===== src/rtl/frodo_readout_pkg.sv =====
// Shared definitions for the RAM readout streamer: FSM encoding, default
// output-buffer depth and the FIFO pointer-width helper.
package frodo_readout_pkg;

    typedef enum logic [1:0] {
        IDLE  = 2'd0,
        READ  = 2'd1,
        DRAIN = 2'd2
    } state_e;

    localparam int DEFAULT_FIFO_DEPTH = 4;

    // Pointer width for a power-of-two FIFO; a depth of 1 still needs one bit.
    function automatic int ptr_width(input int depth);
        return (depth > 1) ? $clog2(depth) : 1;
    endfunction

endpackage


===== src/rtl/readout_fifo.sv =====
// Small synchronous first-word-fall-through FIFO: the head entry is visible on
// pop_data in the same cycle it becomes non-empty.
module readout_fifo
    import frodo_readout_pkg::*;
#(
    parameter int WIDTH = 65,
    parameter int DEPTH = DEFAULT_FIFO_DEPTH,
    localparam int PW   = ptr_width(DEPTH)
) (
    input  logic             clk,
    input  logic             rst,
    input  logic             push,
    input  logic [WIDTH-1:0] push_data,
    input  logic             pop,
    output logic [WIDTH-1:0] pop_data,
    output logic             full,
    output logic             empty,
    output logic [PW:0]      count
);

    logic [WIDTH-1:0] mem_q [DEPTH];
    logic [PW-1:0]    wr_ptr_q;
    logic [PW-1:0]    rd_ptr_q;
    logic [PW:0]      count_q;
    logic             pop_ok;

    assign pop_ok = pop && (count_q != '0);

    // Storage carries no reset so it can map onto distributed RAM.
    always_ff @(posedge clk) begin
        if (push) begin
            mem_q[wr_ptr_q] <= push_data;
        end
    end

    always_ff @(posedge clk) begin
        if (rst) begin
            wr_ptr_q <= '0;
            rd_ptr_q <= '0;
            count_q  <= '0;
        end else begin
            if (push) begin
                wr_ptr_q <= wr_ptr_q + 1'b1;
            end
            if (pop_ok) begin
                rd_ptr_q <= rd_ptr_q + 1'b1;
            end
            case ({push, pop_ok})
                2'b10:   count_q <= count_q + 1'b1;
                2'b01:   count_q <= count_q - 1'b1;
                default: count_q <= count_q;
            endcase
        end
    end

    assign pop_data = mem_q[rd_ptr_q];
    assign full     = (count_q == (PW+1)'(DEPTH));
    assign empty    = (count_q == '0);
    assign count    = count_q;

endmodule


===== src/rtl/mem_readout_streamer.sv =====
// Reads a contiguous word range from mem0 or mem1 and streams it out as
// valid/ready beats with a last marker, buffering RAM latency and backpressure.
module mem_readout_streamer
    import frodo_readout_pkg::*;
#(
    parameter int ADDR_WIDTH = 12,
    parameter int DATA_WIDTH = 64,
    parameter int FIFO_DEPTH = DEFAULT_FIFO_DEPTH
) (
    input  logic                  clk,
    input  logic                  rst,
    input  logic                  start,
    input  logic                  mem_sel,
    input  logic [ADDR_WIDTH-1:0] base_addr,
    input  logic [ADDR_WIDTH:0]   word_cnt,
    output logic [ADDR_WIDTH-1:0] rd_addr,
    input  logic [DATA_WIDTH-1:0] rd_data0,
    input  logic [DATA_WIDTH-1:0] rd_data1,
    output logic [DATA_WIDTH-1:0] m_data,
    output logic                  m_valid,
    input  logic                  m_ready,
    output logic                  m_last,
    output logic                  busy,
    output logic                  done
);

    localparam int PW = ptr_width(FIFO_DEPTH);

    state_e                state_q, state_d;
    logic                  mem_sel_q, mem_sel_d;
    logic [ADDR_WIDTH-1:0] base_q, base_d;
    logic [ADDR_WIDTH:0]   cnt_q, cnt_d;
    logic [ADDR_WIDTH:0]   issue_cnt_q, issue_cnt_d;
    logic [ADDR_WIDTH-1:0] addr_q, addr_d;
    logic                  inflight_q, inflight_d;
    logic                  inflight_last_q, inflight_last_d;
    logic                  done_q, done_d;

    logic                  issue;
    logic                  issue_last;
    logic [ADDR_WIDTH-1:0] issue_addr;
    logic                  pop;
    logic [DATA_WIDTH:0]   push_word;
    logic [DATA_WIDTH:0]   fifo_head;
    logic                  fifo_full;
    logic                  fifo_empty;
    logic [PW:0]           fifo_count;

    // Credit counts buffered words plus the one still in the RAM pipeline;
    // a pop in the same cycle is deliberately not credited.
    assign issue      = (state_q == READ) && ((int'(fifo_count) + int'(inflight_q)) < FIFO_DEPTH);
    assign issue_addr = base_q + issue_cnt_q[ADDR_WIDTH-1:0];
    assign issue_last = ((issue_cnt_q + 1'b1) == cnt_q);

    // The address is presented in the issue cycle so the RAM samples it at the
    // next edge; otherwise it holds the last issued value.
    assign rd_addr    = issue ? issue_addr : addr_q;
    assign push_word  = {inflight_last_q, mem_sel_q ? rd_data1 : rd_data0};
    assign pop        = m_valid && m_ready;

    always_comb begin
        state_d         = state_q;
        mem_sel_d       = mem_sel_q;
        base_d          = base_q;
        cnt_d           = cnt_q;
        issue_cnt_d     = issue_cnt_q;
        addr_d          = issue ? issue_addr : addr_q;
        inflight_d      = issue;
        inflight_last_d = issue && issue_last;
        done_d          = 1'b0;
        case (state_q)
            IDLE: begin
                if (start) begin
                    if (word_cnt != '0) begin
                        mem_sel_d   = mem_sel;
                        base_d      = base_addr;
                        cnt_d       = word_cnt;
                        issue_cnt_d = '0;
                        state_d     = READ;
                    end else begin
                        done_d = 1'b1;
                    end
                end
            end
            READ: begin
                if (issue) begin
                    issue_cnt_d = issue_cnt_q + 1'b1;
                    if (issue_last) begin
                        state_d = DRAIN;
                    end
                end
            end
            DRAIN: begin
                if (!inflight_q && (fifo_empty || (pop && fifo_count == (PW+1)'(1)))) begin
                    done_d  = 1'b1;
                    state_d = IDLE;
                end
            end
            default: state_d = IDLE;
        endcase
    end

    always_ff @(posedge clk) begin
        if (rst) begin
            state_q         <= IDLE;
            mem_sel_q       <= 1'b0;
            base_q          <= '0;
            cnt_q           <= '0;
            issue_cnt_q     <= '0;
            addr_q          <= '0;
            inflight_q      <= 1'b0;
            inflight_last_q <= 1'b0;
            done_q          <= 1'b0;
        end else begin
            state_q         <= state_d;
            mem_sel_q       <= mem_sel_d;
            base_q          <= base_d;
            cnt_q           <= cnt_d;
            issue_cnt_q     <= issue_cnt_d;
            addr_q          <= addr_d;
            inflight_q      <= inflight_d;
            inflight_last_q <= inflight_last_d;
            done_q          <= done_d;
        end
    end

    readout_fifo #(
        .WIDTH (DATA_WIDTH + 1),
        .DEPTH (FIFO_DEPTH)
    ) u_fifo (
        .clk       (clk),
        .rst       (rst),
        .push      (inflight_q),
        .push_data (push_word),
        .pop       (pop),
        .pop_data  (fifo_head),
        .full      (fifo_full),
        .empty     (fifo_empty),
        .count     (fifo_count)
    );

    // The credit rule must never let a returning word find the buffer full.
    assert property (@(posedge clk) disable iff (rst) !(inflight_q && fifo_full));

    assign m_valid = !fifo_empty;
    assign m_data  = m_valid ? fifo_head[DATA_WIDTH-1:0] : '0;
    assign m_last  = m_valid && fifo_head[DATA_WIDTH];
    assign busy    = (state_q != IDLE);
    assign done    = done_q;

endmodule

===== config.mk =====
export PLATFORM = sky130hd
export DESIGN_NAME = mem_readout_streamer
export DESIGN_NICKNAME = d
export VERILOG_FILES = /design/src/rtl/frodo_readout_pkg.sv /design/src/rtl/readout_fifo.sv /design/src/rtl/mem_readout_streamer.sv
export SDC_FILE = /design/constraint.sdc
export NUM_CORES = 1
export LEC_CHECK = 0
export ABC_AREA = 1
export BUFFER_PORTS_ARGS = -buffer_cell sky130_fd_sc_hd__buf_4
export CAP_MARGIN = 20
export CORE_UTILIZATION = 45
export DETAILED_ROUTE_END_ITERATION = 8
export HOLD_SLACK_MARGIN = 0.15
export PLACE_DENSITY = 0.66
export SLEW_MARGIN = 20
export SYNTH_ARGS = -nofsm -noshare
export SYNTH_HDL_FRONTEND = slang
export SYNTH_SLANG_ARGS = --single-unit

===== constraint.sdc =====
create_clock -name clk -period 3.2 [get_ports clk]
set_input_delay 0.16 -clock clk [delete_from_list [all_inputs] [get_ports clk]]
set_output_delay 0.16 -clock clk [all_outputs]
set_load 0.02 [all_outputs]

After elaboration in Yosys (flattened, before gate mapping) --
Memories as Yosys holds them, arrays and structs flattened. A register that Yosys moved wholly into a read port is not among the register bits. Cells that the tools add are included. Widths: inputs -> output; s select.
Word-level totals: flip-flop bits (word level) 63, RAM bits 260, input bits 158, output and inout bits 80, word-level logic and storage cells 74, memories 1
Operators by class: add/sub/neg operators 7, order comparisons 1, eq/ne operators 11, multiplexer cells 22, reduce and logical (&&, ||, !) cells 20
Memory list:
- u_fifo.mem_q | words 4, width 65, rd ports 1, clocked after memory_dff 1, wr ports 1, line readout_fifo.sv:21 | logic [WIDTH-1:0] mem_q [DEPTH];
Operators with widths (count):
- $mux 64 | 2
- $mux 13 | 3
- $pmux 13 s2 | 1
- $mux 2 | 7
- $add 13x1->13 const B | 1
- $eq 13x13->1 | 1
- $reduce_bool 13->1 | 1
- $add 12x12->12 | 1
- $mux 12 | 1
- $ne 2x2->1 const B | 5
- $logic_and 1x1->1 | 7
- $pmux 2 s3 | 1
- $pmux 3 s2 | 1
- $reduce_bool 2->1 | 3
- $mux 1 | 5
- $reduce_and 5->1 | 1
- $add 2x1->2 const B | 2
- $add 3x1->4 | 1
- $eq 2x1->1 const B | 2
- $eq 2x2->1 const B | 2
- $lt 4x3->1 const B | 1
- $reduce_and 4->1 | 1
- $add 3x1->3 const B | 1
- $eq 3x1->1 const B | 1
- other kinds (8) | 9

Depth between registers and ports, before layout --
depth after elaboration 8, depth in mapped cells 14

Cells and area by module --
From an unflattened synthesis, not the netlist that was laid out.
Second synthesis, totals: cells, all modules 1382, area, all modules 14983.1 um^2
By module, submodules not included:
- readout_fifo | times used 1, cells each 696, area each 10426.2 um^2
- mem_readout_streamer | times used 1, cells each 686, area each 4556.9 um^2

Worst setup path after synthesis --
Ideal clock, no wire load.
path type reg-to-reg, start reg u_fifo.wr_ptr_q[0], end mem u_fifo.mem_q[2][0], enable pin, arrival time 1.866 ns, data required time 2.781 ns, setup slack 0.915 ns, cell stages (with the launch flop) 5, buffers on the path 0, cells stage by stage dfxtp_1 -> inv_1 -> ha_1 -> nand2_1 -> inv_1
RTL lines:
- start: declaration | line readout_fifo.sv:22 | logic [PW-1:0] wr_ptr_q;
- start signal: assignment | line readout_fifo.sv:43 | wr_ptr_q <= wr_ptr_q + 1'b1;
- end: declaration | line readout_fifo.sv:21
Straight into the memory's write port.

Worst setup path in the final report --
start reg issue_cnt_q[0], end out rd_addr[8]
Between the ends: word-level cells in the longest chain between the ends 2
RTL lines:
- start: declaration | line mem_readout_streamer.sv:33 | logic [ADDR_WIDTH:0] issue_cnt_q, issue_cnt_d;
- start signal: assignment | line mem_readout_streamer.sv:119 | issue_cnt_q <= issue_cnt_d;
- $add 12x12->12 | line mem_readout_streamer.sv:52 | assign issue_addr = base_q + issue_cnt_q[ADDR_WIDTH-1:0];
- $mux 12
- end: declaration | line mem_readout_streamer.sv:16 | output logic [ADDR_WIDTH-1:0] rd_addr,
Every way passes these cells.

==> results by group <==
Run status
  • Run status: completed

Critical path
  • Crit path required time: 3.04 ns
  • Crit-path slowest cell: dfxtp_1
  • Reg2reg end: u_fifo.mem_q[1][39]$_DFFE_PP_
  • CP Capture Type: output port
  • CP Launch Type: flip-flop
  • Delay-heaviest family, CP: adder cells
  • Slowest stage delay, CP: 0.41 ns
  • Worst Setup EP: rd_addr[8]
  • Crit path max fanout: 6
  • Critical path arrival: 2.63 ns
  • RR Startpoint: mem_sel_q$_SDFFE_PP0P_
  • Setup Crit Path Kind: reg2out
  • Critical Path Start: issue_cnt_q[0]$_SDFFE_PP0P_
  • Worst path depth: 13
  • FF-to-FF setup slack: 0.96 ns
  • Critical path buffers and inverters: 4
  • Reg2Reg Depth: 3
  • Crit-path cells: ha_1, inv_1, fa_1, inv_1, nand3_1, nand2_1, a31oi_1, o21bai_1, nand2_1, nand2_1, o21a_1, inv_1, buf_4

Global routing
  • First-pass GRT wire length: 57230 µm
  • Initial antenna violation count: 0
  • GRT Overall Usage: ~22%
  • GRT overflow: 0
  • GR Util met3: 3.234%
  • Vias in the first global route: approximately 11000
  • Pin count of the biggest net entering global routing: 131
  • Met2 Usage GRT: 38.47%
  • GRT busiest layer: met2
  • Met1 GRT Util: 29.06%

CTS
  • CTS tree: built
  • CTS clk-pin slew, worst paths: 0.06 ns
  • Resized Gates After CTS: 0
  • Post-CTS Setup Bufs: 0
  • Hold_buf cts: 158
  • Num CTS Buffers: 34
  • CTS H-tree lvls: 2
  • TritonCTS Sinks: 325
  • Clock Latency Late Sink: 0.51 ns
  • Clock Path Buffers: 3
  • Root Driver: clkbuf_16

STA
  • Clock Skew: 0.01217 ns
  • TNS Setup: 0 ns
  • Max_slew headroom: between 30% and 40%
  • Final period utilization: between 80% and 90%
  • Max Slew Vio Count: 0
  • Final critical-path required period: 2.788 ns
  • RSZ-0062 raised after global routing: false
  • Highest clock rate: 0.3587 GHz
  • Slew @ Worst Pin: ~0.93 ns
  • Final setup fails: 0
  • Fin. Hold Viols: 0

Finish
  • Ratio of cells with drive above 1 in the final layout: 22.18%
  • Util after Layout: 62.54%
  • Synth-to-layout area growth: 35.03%
  • Ant diodes: 0
  • Final Net Count: 1921
  • Finished Layout Cells: 2163

Yosys
  • Yosys warns: 0
  • Share of the yosys chip area belonging to registers: between 60% and 70%
  • Cell variety after synth: 37
  • Synth Register Bits: 325
  • Post-synth top cells: nor2_1 (334), edfxtp_1 (260), o21ai_0 (173), nand2_1 (106), a21oi_1 (100)
  • Area contributors post-synth: edfxtp_1 (55%), dfxtp_1 (9.1%), nor2_1 (8.8%), o21ai_0 (6.0%), mux2_2 (5.0%)
  • Synth Cell Area: 14310 µm²
  • Fraction of registers with async set/reset: 0%
  • Cells after Synth: 1361
  • Post-synth EDFFs: 260
  • Synth top area share: a little over half
  • Most common cell in the synthesized netlist: nor2_1
  • Dominant synthesized flop cell: edfxtp_1
  • Yosys top cell by area: edfxtp_1
  • Syn_nets: roughly 1500
  • Syn Area/Cell: 10.52 µm²

Placed design
  • Final HPWL DP: 21430 µm
  • Placer Congestion: 0.8501
  • # placed instances: about 2000
  • Port Buf Inserts: about 240

Routing
  • Antenna Nets Post-Route: 0
  • Initial DRC count: between 700 and 800
  • Via-to-Cell Ratio: a little over 5
  • # DRC: 0
  • Avg WL per Cell: between 15 and 20 µm
  • Final wirelength: 35880 µm
  • DR vias: 11110
  • Drt first pass iters: 5

Die
  • # IOs: 238
  • Die height: 180.4 µm
  • # rows: between 60 and 70
  • Core area: 30910 µm²
  • Die Width: around 180 µm
  • DIE AREA: 32530 µm²
  • Starting Density: between 40% and 50%

Power and ir drop
  • P per Cell Area: 746.6 nW/µm²
  • Peak supply drop: 0.0006234 V
  • Leakage power: 7.485 nW

Hold path
  • HP Class: reg2reg

Flow run
  • Number of max-cap violations: 0
## report_power, final
part | total (W) | switching, W | internal (W)
Clock | 0.00414 | 0.00159 | 0.00255
Sequential | 0.00526 | 0.000187 | 0.00508
Combinational | 0.00503 | 0.00310 | 0.00192
Total | 0.0144 | 0.00488 | 0.00955
## logic make-up (layout without fill, tap and decap cells)
logic type	after synthesis	count (layout)	synth area share, %
buffers and inverters	133	539	3.549
xor gates and xnor gates	15	15	1.023
AOI/OAI and AO/OA	296	296	10.66
muxes	64	64	5.035
DFF	325	325	63.63
adders and majority gates	22	22	1.975
and+or+nand+nor	506	506	14.12
## metal layers
layer / vias to the layer above / wire (µm) / part of all wire [%]
met5: - / 0 / 0
li1: 5478 / - / -
met2: 307 / 17780 / 50
met4: 0 / 549 / 1.5
met1: 5277 / 15870 / 44
met3: 45 / 1684 / 4.7
## placed cells by master (no fill, tap or decap), drive strengths merged, types with 2 or more instances in the layout
master and n:
o21ai 180, mux2 64, xor2 7, a211oi 3, bufinv 7, clkinv 15, and2 3, or2 3
edfxtp 260, a21o 2, nor2 339, dlygate4sd3 158, nand3 40, inv 62, o21bai 4, a22oi 2
dfxtp 65, buf 257, nand2 108, nand4 7, clkbuf 40, ha 21, nand3b 3, a21oi 100
xnor2 7, nor4 2
## flip-flops by register name, indices dropped and copies added, names as in the netlist, named ones only
signal / count
base_q: 12
state_q: 2
u_fifo.count: 3
u_fifo.wr_ptr_q: 2
inflight_q: 1
u_fifo.rd_ptr_q: 2
cnt_q: 13
addr_q: 12
issue_cnt_q: 13
done: 1
u_fifo.mem_q: 260
inflight_last_q: 1
mem_sel_q: 1
## worst min-delay path by stage
stage	from	endpoint	slack, ns	cells after the start
after floorplan	start	done$_SDFF_PP0_	0.30	2
after detailed placement	start	done$_SDFF_PP0_	0.42	3
after CTS	base_addr[3]	base_q[3]$_SDFFE_PP0P_	0.45	4
after global routing	addr_q[10]$_SDFF_PP0_	addr_q[10]$_SDFF_PP0_	0.49	2
final	addr_q[5]$_SDFF_PP0_	addr_q[5]$_SDFF_PP0_	0.48	2
after global placement	mem_sel	mem_sel_q$_SDFFE_PP0P_	0.42	3
## metrics by stage
step / area (µm²) / total power (W) / setup WS, ns / hold slack [ns]
2_1_floorplan: 14320 / 0.008200 / 0.9148 / 0.2970
3_3_place_gp: 16570 / 0.01009 / 1.027 / 0.4233
3_5_place_dp: 16570 / 0.01015 / 0.9575 / 0.4197
4_1_cts: 19330 / 0.01455 / 0.4270 / 0.4508
5_1_grt: 19330 / 0.01519 / 0.2039 / 0.4917
6_report: 19330 / 0.01443 / 0.4118 / 0.4757
## layout make-up
cell class | instances | area (µm²)
clock inverters | 22 | 295.3
flip-flops and latches | 325 | 9117
fillers | 2503 | 11580
well taps | 396 | 495.5
repair buffers | 415 | 3598
clock buffers | 40 | 883.3
inverters | 62 | 234.0
multi-input cells | 903 | 4706
## worst min-delay path, cell delays in order, from the launching register on
cell and delay (ns):
dfxtp_1 0.30, nand2_1 0.07, a21oi_1 0.06
Note: power is estimated with default switching activity, not from simulation.
